## src/rtl/imm_gen_stage_pkg.sv

```systemverilog
// Shared definitions for the immediate-generation stage: opcodes, format codes, buffer states.
package imm_gen_stage_pkg;

  localparam logic [6:0] OPC_OP_IMM = 7'b0010011;
  localparam logic [6:0] OPC_LOAD   = 7'b0000011;
  localparam logic [6:0] OPC_STORE  = 7'b0100011;
  localparam logic [6:0] OPC_BRANCH = 7'b1100011;
  localparam logic [6:0] OPC_LUI    = 7'b0110111;
  localparam logic [6:0] OPC_AUIPC  = 7'b0010111;
  localparam logic [6:0] OPC_JAL    = 7'b1101111;
  localparam logic [6:0] OPC_JALR   = 7'b1100111;
  localparam logic [6:0] OPC_SYSTEM = 7'b1110011;

  typedef enum logic [2:0] {
    FMT_NONE = 3'd0,
    FMT_I    = 3'd1,
    FMT_S    = 3'd2,
    FMT_B    = 3'd3,
    FMT_U    = 3'd4,
    FMT_J    = 3'd5,
    FMT_Z    = 3'd6
  } fmt_e;

  typedef enum logic [1:0] {
    ST_EMPTY = 2'd0,
    ST_ONE   = 2'd1,
    ST_FULL  = 2'd2
  } buf_state_e;

endpackage

```

## src/rtl/imm_gen_stage_imm_decode.sv

```systemverilog
// Combinational RISC-V immediate decoder, instr -> {imm, fmt}, sign-extended to XLEN.
// IMMGEN_CSR_EN: when defined, CSR-immediate instructions decode as FMT_Z.
module imm_decode
  import imm_gen_stage_pkg::*;
#(
  parameter int XLEN = 32
) (
  input  logic [31:0]     i_instr,
  output logic [XLEN-1:0] o_imm,
  output fmt_e            o_fmt
);

  logic signed [11:0] w_imm_i;
  logic signed [11:0] w_imm_s;
  logic signed [12:0] w_imm_b;
  logic signed [31:0] w_imm_u;
  logic signed [20:0] w_imm_j;

  assign w_imm_i = i_instr[31:20];
  assign w_imm_s = {i_instr[31:25], i_instr[11:7]};
  assign w_imm_b = {i_instr[31], i_instr[7], i_instr[30:25], i_instr[11:8], 1'b0};
  assign w_imm_u = {i_instr[31:12], 12'b0};
  assign w_imm_j = {i_instr[31], i_instr[19:12], i_instr[20], i_instr[30:21], 1'b0};

  // Size casts of signed operands sign-extend to XLEN.
  always_comb begin
    o_imm = '0;
    o_fmt = FMT_NONE;
    case (i_instr[6:0])
      OPC_OP_IMM, OPC_LOAD, OPC_JALR: begin
        o_imm = XLEN'(w_imm_i);
        o_fmt = FMT_I;
      end
      OPC_STORE: begin
        o_imm = XLEN'(w_imm_s);
        o_fmt = FMT_S;
      end
      OPC_BRANCH: begin
        o_imm = XLEN'(w_imm_b);
        o_fmt = FMT_B;
      end
      OPC_LUI, OPC_AUIPC: begin
        o_imm = XLEN'(w_imm_u);
        o_fmt = FMT_U;
      end
      OPC_JAL: begin
        o_imm = XLEN'(w_imm_j);
        o_fmt = FMT_J;
      end
`ifdef IMMGEN_CSR_EN
      OPC_SYSTEM: begin
        if (i_instr[14]) begin
          o_imm = XLEN'(i_instr[19:15]);
          o_fmt = FMT_Z;
        end
      end
`endif
      default: begin
        o_imm = '0;
        o_fmt = FMT_NONE;
      end
    endcase
  end

endmodule

```

## src/rtl/imm_gen_stage.sv

```systemverilog
// Registered immediate-generation stage with a 2-entry skid buffer (main M, skid S).
// IMMGEN_CSR_EN is honoured by the imm_decode sub-module.
module imm_gen_stage
  import imm_gen_stage_pkg::*;
#(
  parameter int XLEN = 32,
  parameter int ILEN = 32
) (
  input  logic            clk,
  input  logic            rstn,
  input  logic            flush,
  input  logic            in_valid,
  output logic            in_ready,
  input  logic [ILEN-1:0] in_instr,
  input  logic [XLEN-1:0] in_pc,
  output logic            out_valid,
  input  logic            out_ready,
  output logic [ILEN-1:0] out_instr,
  output logic [XLEN-1:0] out_pc,
  output logic [XLEN-1:0] out_imm,
  output fmt_e            out_fmt,
  output logic [XLEN-1:0] out_target
);

  buf_state_e      r_state;
  logic [ILEN-1:0] r_m_instr, r_s_instr;
  logic [XLEN-1:0] r_m_pc,    r_s_pc;
  logic [XLEN-1:0] r_m_imm,   r_s_imm;
  fmt_e            r_m_fmt,   r_s_fmt;
  logic [XLEN-1:0] r_m_tgt,   r_s_tgt;

  logic [XLEN-1:0] w_imm;
  fmt_e            w_fmt;
  logic [XLEN-1:0] w_tgt;
  logic            w_accept;
  logic            w_drain;

  imm_decode #(.XLEN(XLEN)) u_decode (
    .i_instr (in_instr[31:0]),
    .o_imm   (w_imm),
    .o_fmt   (w_fmt)
  );

  assign w_tgt    = in_pc + w_imm;
  assign in_ready = (r_state != ST_FULL);
  assign out_valid = (r_state != ST_EMPTY);
  assign w_accept = in_valid && in_ready;
  assign w_drain  = out_valid && out_ready;

  assign out_instr  = r_m_instr;
  assign out_pc     = r_m_pc;
  assign out_imm    = r_m_imm;
  assign out_fmt    = r_m_fmt;
  assign out_target = r_m_tgt;

  // Target is computed at acceptance so the output side is purely registered.
  always_ff @(posedge clk) begin
    if (!rstn) begin
      r_state   <= ST_EMPTY;
      r_m_instr <= '0;
      r_m_pc    <= '0;
      r_m_imm   <= '0;
      r_m_fmt   <= FMT_NONE;
      r_m_tgt   <= '0;
      r_s_instr <= '0;
      r_s_pc    <= '0;
      r_s_imm   <= '0;
      r_s_fmt   <= FMT_NONE;
      r_s_tgt   <= '0;
    end else if (flush) begin
      r_state <= ST_EMPTY;
    end else begin
      case (r_state)
        ST_EMPTY: begin
          if (w_accept) begin
            r_m_instr <= in_instr;
            r_m_pc    <= in_pc;
            r_m_imm   <= w_imm;
            r_m_fmt   <= w_fmt;
            r_m_tgt   <= w_tgt;
            r_state   <= ST_ONE;
          end
        end
        ST_ONE: begin
          if (w_accept && w_drain) begin
            r_m_instr <= in_instr;
            r_m_pc    <= in_pc;
            r_m_imm   <= w_imm;
            r_m_fmt   <= w_fmt;
            r_m_tgt   <= w_tgt;
          end else if (w_accept) begin
            r_s_instr <= in_instr;
            r_s_pc    <= in_pc;
            r_s_imm   <= w_imm;
            r_s_fmt   <= w_fmt;
            r_s_tgt   <= w_tgt;
            r_state   <= ST_FULL;
          end else if (w_drain) begin
            r_state <= ST_EMPTY;
          end
        end
        ST_FULL: begin
          if (w_drain) begin
            r_m_instr <= r_s_instr;
            r_m_pc    <= r_s_pc;
            r_m_imm   <= r_s_imm;
            r_m_fmt   <= r_s_fmt;
            r_m_tgt   <= r_s_tgt;
            r_state   <= ST_ONE;
          end
        end
        default: r_state <= ST_EMPTY;
      endcase
    end
  end

endmodule

```

## config.mk

```make
export PLATFORM = sky130hd
export DESIGN_NAME = imm_gen_stage
export DESIGN_NICKNAME = d
export VERILOG_FILES = /design/src/rtl/imm_gen_stage_pkg.sv /design/src/rtl/imm_gen_stage_imm_decode.sv /design/src/rtl/imm_gen_stage.sv
export SDC_FILE = /design/constraint.sdc
export NUM_CORES = 1
export LEC_CHECK = 0
export BUFFER_PORTS_ARGS = -buffer_cell sky130_fd_sc_hd__buf_2
export CELL_PAD_IN_SITES_DETAIL_PLACEMENT = 1
export CELL_PAD_IN_SITES_GLOBAL_PLACEMENT = 1
export CORE_ASPECT_RATIO = 1.75
export CORE_UTILIZATION = 38
export DETAILED_ROUTE_END_ITERATION = 10
export GPL_TIMING_DRIVEN = 0
export HOLD_SLACK_MARGIN = 0.1
export PLACE_DENSITY = 0.87
export SYNTH_ARGS = -nofsm -noshare
export SYNTH_HDL_FRONTEND = slang
export SYNTH_SLANG_ARGS = --single-unit
```

## constraint.sdc

```tcl
create_clock -name clk -period 3.5 [get_ports clk]
set_input_delay 0.175 -clock clk [delete_from_list [all_inputs] [get_ports clk]]
set_output_delay 0.175 -clock clk [all_outputs]
set_load 0.005 [all_outputs]
```

After elaboration in Yosys (flattened, before gate mapping). Index checks and enable logic that the tools add are counted.

Reductions and logical operators: 12. Eq/ne operators: 16. Add/sub/neg operators: 1. Muxes and demuxes: 28. Bitwise operators: 3.

Operator list (count): $mux 32 (12); $pmux 32 s3 (4); $pmux 32 s5 (1); $add 32x32->32 (1); $eq 7x7->1 const B (3); $pmux 3 s5 (1); $eq 7x5->1 const B (2); $eq 7x6->1 const B (2); $mux 2 (5); $ne 2x2->1 const B (5); $mux 3 (3); $pmux 3 s3 (1); $reduce_and 4->1 (2); $eq 7x2->1 const B (1); $pmux 2 s3 (1); $reduce_and 5->1 (1); $reduce_or 2->1 (2); $logic_and 1x1->1 (3); $ne 3x3->1 const B (1); $not 1->1 (3); $reduce_bool 3->1 (1); $reduce_or 3->1 (1); $eq 2x1->1 const B (1); $eq 2x2->1 const B (1); other kinds (2) (2).

Word-level logic and storage cells: 71. Output and inout bits: 133. Register bits after elaboration: 264. Input port bits: 69.

Depth between registers and ports, before layout.
Word-level depth: 6. Mapped depth: 20.

Modules after synthesis. A second synthesis with hierarchy kept.

Cell total of the unflattened synthesis: 1613. Area, all modules: 12942.4 µm².

By module, submodules not included: imm_gen_stage (sequential area each 5285.1 µm², instances 1, area an instance 12398.1 µm², cells each 1543); imm_decode (sequential area each 0.0 µm², instances 1, area an instance 544.3 µm², cells each 70).

Worst setup path before layout. No wires, ideal clock.

Path kind: input-to-reg. Start point: input in_instr[4]. End point: register r_m_tgt[31] (netlist: out_target[31]). Required time: 3.378 ns. Path slack: -0.122 ns. Setup time: 0.122 ns. Stages: 16. Data arrival time: 3.500 ns. Path buffers: 1. Cells stage by stage: nand3b_1 mux2_2 nor3_1 a21oi_1 inv_1 ha_1 buf_2 a21o_1 o21bai_1 a311oi_1 nor2_1 nor3_4 a21oi_1 o41ai_1 nor3_1 nand3b_1.

Cells in the longest elaborated chain, start to end: 6.

Ends and longest elaborated chain: from (decl) (line imm_gen_stage.sv:14) `input logic [ILEN-1:0] in_instr,`; $eq 7x5->1 (tied with other cells) (line imm_gen_stage_imm_decode.sv:29) `case (i_instr[6:0])`; $reduce_or 3->1 or $reduce_or 2->1 (tied branches) (line imm_gen_stage_imm_decode.sv:29); $pmux 32 s5 * (line imm_gen_stage_imm_decode.sv:29); via u_decode.o_imm[14] (line imm_gen_stage_imm_decode.sv:9) `output logic [XLEN-1:0] o_imm,`; $add 32x32->32 * (line imm_gen_stage.sv:44) `assign w_tgt = in_pc + w_imm;`; $mux 32 (on tied branches) (line imm_gen_stage.sv:85, imm_gen_stage.sv:75); $pmux 32 s3 * (line imm_gen_stage.sv:73) `case (r_state)`; to (signal assigned) (line imm_gen_stage.sv:80) `r_m_tgt <= w_tgt;`; to (signal assigned) (line imm_gen_stage.sv:90) `r_m_tgt <= w_tgt;`; to (signal assigned) (line imm_gen_stage.sv:108) `r_m_tgt <= r_s_tgt;`; to (decl) (line imm_gen_stage.sv:30) `logic [XLEN-1:0] r_m_tgt, r_s_tgt;`.

The timed path passes the listed nets; every way through them passes the cells marked *. The select of a mux whose other input is x is not followed. A chain may end at the register's enable or synchronous reset.

Final worst setup path.
Start point: input in_instr[2]. End point: register r_m_tgt[30] (netlist: out_target[30]).

Same word-level chain as after synthesis.

==> impl_metrics.csv <==
group,metric,value,unit
outcome,status,"complete, but fails checks",
outcome,violations,"setup timing",
logic_synthesis,synth-main-ff-cell,"dfxtp_1",
placed_design,gp_congestion,0.923,
drt,met1_length,19700,um
drt,wl_met3,3210,um
timing,finalSetupViolCount,1,
pwr,combPwrFrac,0.129,
setup_path,required,3970,ps
cts,cts_buffer_depth,3,
setup_path,crit_top_cell,"a31oi_1",
logic_synthesis,ys_seq_area_frac,0.410,
cells_and_area,drive_gt1_frac,0.160,
timing,finClkSkew,25.6,ps
die,dieArea,34700,um2
setup_path,crit_start,"in_instr[2]",
placed_design,hpwl,39700,um
logic_synthesis,syn_area,12900,um2
setup_path,crit_type,"in2reg",
cts,cts_buffers,26,
worst_hold_path,hold_class,"in2reg",
drt,drtAntennaViolNets,0,
cts,worst_skew_pair.late_latency,580,ps
pwr,p_sw_frac,0.273,
drt,viasPerCell,5.80,
run,drv_cap,0,
worst_hold_path,hold_end,"r_state[0]$_SDFFE_PP0P_",
setup_path,worstReg2RegStart,"r_state[1]$_SDFFE_PP0P_",
cts,cts_tree,"built",
global_route,grt_first_pass_wirelength,83200,um
timing,slew_violations,0,
pwr,switchingPower,0.00190,W
logic_synthesis,syn_area_per_cell,7.97,um2
drt,dr.pass1.iters,5,
timing,fmax,0.281,GHz
logic_synthesis,synthesis.nets,1716,
drt,drc,0,
pwr,ir_drop,0.435,mV
logic_synthesis,async_flop_share,0,
timing,hold_viol_final,0,
global_route,grt_pass1_vias,14530,
timing,tns,-58.6,ps
drt,top_layer,"met4",
pwr,seqPwrFrac,0.457,
setup_path,path_max_fanout,8,
timing,finalCritPeriodShare,1.02,
cts,htreeDepth,1,
drt,wire_per_inst,23.3,um
cts,numClockSinks,264,
die,core,33100,um2
worst_hold_path,hold_depth,4,
pwr,p_int,0.00506,W
drt,vias,13850,
setup_path,crit_arrival,4030,ps
cells_and_area,regArea,5290,um2
global_route,antenna_found_initial,1,
pwr,p_leak,7.88,nW
drt,drtIter0Drc,849,
pwr,power_density,427,nW/um2
timing,worst_slack,-58.6,ps
global_route,track_usage,0.317,
drt,totalWireLength,55700,um
cts,root_buffer,"clkbuf_16",
timing,hold_slack,125,ps
timing,min_period,3560,ps
die,die_w,141,um
setup_path,cp_slowest_cell,"o31ai_1",
cells_and_area,fillers,4081,
global_route,gr-total-overflow,0,
cells_and_area,nets,2022,
global_route,grt_max_degree,15,
setup_path,ff2ff_path_depth,7,
cells_and_area,area_growth_syn_to_layout,26.5,%
setup_path,end_kind,"register",
die,start_util,0.389,
setup_path,crit_buf_inv,2,
setup_path,crit_family,"compound AO/OA/AOI/OAI gates",
logic_synthesis,ys_warn_count,0,
placed_design,port_buffers,199,
worst_hold_path,worstHoldStart,"in_valid",
setup_path,ff2ff_setup_slack,160,ps
logic_synthesis,synth-edff-count,0,
timing,tightest_slew,1290,ps
logic_synthesis,synthCells,1615,
die,ios,202,
timing,relSlewSlack,0.134,
cells_and_area,multi_input_area,7210,um2
setup_path,crit_path_start_kind,"input pin",
setup_path,max_stage_delay,1030,ps
setup_path,r2r_end,"out_pc[30]$_SDFFE_PN0P_",
die,rows,88,
drt,wl_met2,28000,um
cts,clk_pin_slew,60,ps
pwr,pwr-share-clk,0.414,
die,fp.dieH,246,um
logic_synthesis,yosys_register_bits,264,
logic_synthesis,synth.distinct_cells,65,
setup_path,crit_chain,"buf_2 > nor3b_1 > a31oi_1 > o31ai_1 > ha_1 > a21oi_1 > o21bai_1 > a221o_1 > a31oi_4 > o31ai_4 > buf_4 > nor4_1 > a41oi_1 > a31oi_1",
cell usage in the layout (no fill, tap or decap), types with 4 or more instances in the layout:
cell type | synthesis | final
nor3_1 | 14 | 13
and2_1 | 11 | 11
ha_1 | 31 | 26
clkinv_2 | 0 | 4
and3_1 | 5 | 5
dlygate4sd3_1 | 0 | 67
a21o_1 | 18 | 18
o21ai_0 | 36 | 36
nor3b_1 | 5 | 5
nand2b_1 | 5 | 5
nor2_1 | 55 | 52
o21ai_1 | 6 | 6
buf_4 | 0 | 16
dfxtp_1 | 264 | 264
a21boi_0 | 92 | 92
o211a_1 | 109 | 109
a21oi_1 | 112 | 102
inv_1 | 30 | 30
nand4_1 | 7 | 7
xor2_1 | 13 | 12
nor4_1 | 5 | 4
buf_1 | 7 | 7
o211ai_1 | 11 | 11
clkbuf_8 | 0 | 4
ha_2 | 0 | 4
a211oi_1 | 28 | 26
xnor2_1 | 15 | 15
nor2b_1 | 31 | 31
a21oi_2 | 0 | 8
nand3_1 | 103 | 103
clkbuf_1 | 117 | 115
nand2_1 | 415 | 414
clkbuf_16 | 0 | 26
buf_2 | 2 | 200
a31oi_1 | 7 | 5
o21bai_1 | 7 | 6
timing repair:
action / CTS / global route
hold buffers: 67 / 0
pin swaps: 4 / 12
endpoints found under the hold margin: 128 / 0
resized for setup: 18 / 31
buffers inserted: 6 / 10
endpoints found under the setup margin: 23 / 26
flip-flops by register name (all words and copies together), names as in the netlist, 32 cells and up:
signal      flops
r_s_imm        32
out_target     32
out_instr      32
r_s_pc         32
r_s_tgt        32
out_imm        32
r_s_instr      32
out_pc         32
synth_stat cells, types with 2 or more instances:
master | n | area share
buf_1 | 7 | 0.0020
xor2_1 | 13 | 0.0088
a21o_1 | 18 | 0.010
a21boi_1 | 2 | 0.0012
o21a_1 | 2 | 0.0012
o31ai_1 | 3 | 0.0017
and2_1 | 11 | 0.0053
or3_1 | 4 | 0.0019
buf_2 | 2 | 0.00078
and3_1 | 5 | 0.0024
o211a_1 | 109 | 0.085
o21ai_0 | 36 | 0.014
nand4_1 | 7 | 0.0034
nand3_1 | 103 | 0.040
nand2b_1 | 5 | 0.0024
buf_6 | 2 | 0.0017
nand3b_1 | 3 | 0.0017
inv_1 | 30 | 0.0087
a311oi_1 | 2 | 0.0014
a22oi_1 | 4 | 0.0023
nor4_1 | 5 | 0.0024
a21boi_0 | 92 | 0.054
o21ai_1 | 6 | 0.0023
nand2_1 | 415 | 0.12
clkbuf_1 | 117 | 0.034
nor3_1 | 14 | 0.0054
nor3b_1 | 5 | 0.0029
a211oi_1 | 28 | 0.016
nor2_1 | 55 | 0.016
o41ai_1 | 2 | 0.0014
or2_1 | 2 | 0.00097
ha_1 | 31 | 0.030
o211ai_1 | 11 | 0.0064
a31oi_1 | 7 | 0.0034
o21bai_1 | 7 | 0.0041
a221o_1 | 3 | 0.0023
xnor2_1 | 15 | 0.010
a21oi_1 | 112 | 0.044
dfxtp_1 | 264 | 0.41
nor2b_1 | 31 | 0.015
layer usage:
| metal | up-vias | track usage |
|---|---|---|
| met2 | 581 | 0.571 |
| met5 | - | 0 |
| li1 | 6221 | - |
| met3 | 234 | 0.0417 |
| met1 | 6814 | 0.326 |
| met4 | 0 | 0.258 |
power by group through the flow:
stage	clock network [W]	registers, W	logic (W)
after global routing	0.00300	0.00318	0.000958
final	0.00288	0.00318	0.000900
after CTS	0.00288	0.00317	0.000858
after detailed placement	0	0.00324	0.000783
after global placement	0	0.00324	0.000760
after floorplan	0	0.00323	0.000417
worst reg2reg max path, cell delays in order, from the launching register on:
cell	delay, ps
dfxtp_1	360
nor2b_1	230
nand2_1	120
a21oi_1	590
clkbuf_1	750
clkbuf_1	720
nand3_1	260
o211a_1	200
worst max-delay path by stage:
stage	endpoint	slack, ps	depth (start not counted)
6_report	out_target[30]$_SDFFE_PN0P_	-60	14
5_1_grt	r_s_tgt[29]$_SDFFE_PN0P_	-100	19
4_1_cts	r_s_tgt[31]$_SDFFE_PN0P_	30	17
3_5_place_dp	out_target[30]$_SDFFE_PN0P_	-1160	19
3_3_place_gp	out_target[30]$_SDFFE_PN0P_	-1070	19
2_1_floorplan	out_target[30]$_SDFFE_PN0P_	6	19
per-stage QoR:
stage	std cells	setup WS (ps)	area, um2	utilization	power, W
2_1_floorplan	1615	5.55	12900	-	0.00365
3_3_place_gp	2264	-1070	14500	0.436	0.00400
3_5_place_dp	2264	-1160	14500	0.436	0.00402
4_1_cts	2378	25.4	16100	0.485	0.00691
5_1_grt	2387	-99.9	16300	0.492	0.00714
6_report	2387	-58.6	16300	0.492	0.00695
kinds of logic (layout without fill, tap and decap cells):
| logic type | count (synthesis) | count (layout) | share of synthesized area |
|---|---|---|---|
| buffers and inverters | 159 | 480 | 0.0477 |
| AO/OA/AOI/OAI | 456 | 456 | 0.260 |
| adder cells (fa/ha/maj) | 32 | 32 | 0.0317 |
| XOR/XNOR | 29 | 29 | 0.0212 |
| flip-flops | 264 | 264 | 0.410 |
| AND/OR/NAND/NOR | 674 | 674 | 0.228 |
| multiplexers | 1 | 1 | 0.000874 |
| other | 0 | 1 | 0 |
cell type report:
cell class	instances	share of cell area
sequential	264	0.324
antenna	1	0.000154
inverter	31	0.00714
multi-input combinational	1192	0.443
clock buffer	33	0.0440
buffer	124	0.0299
timing repair buffer	282	0.110
clock inverter	10	0.00745
tap	450	0.0346
Power figures use the tool's default switching activity.
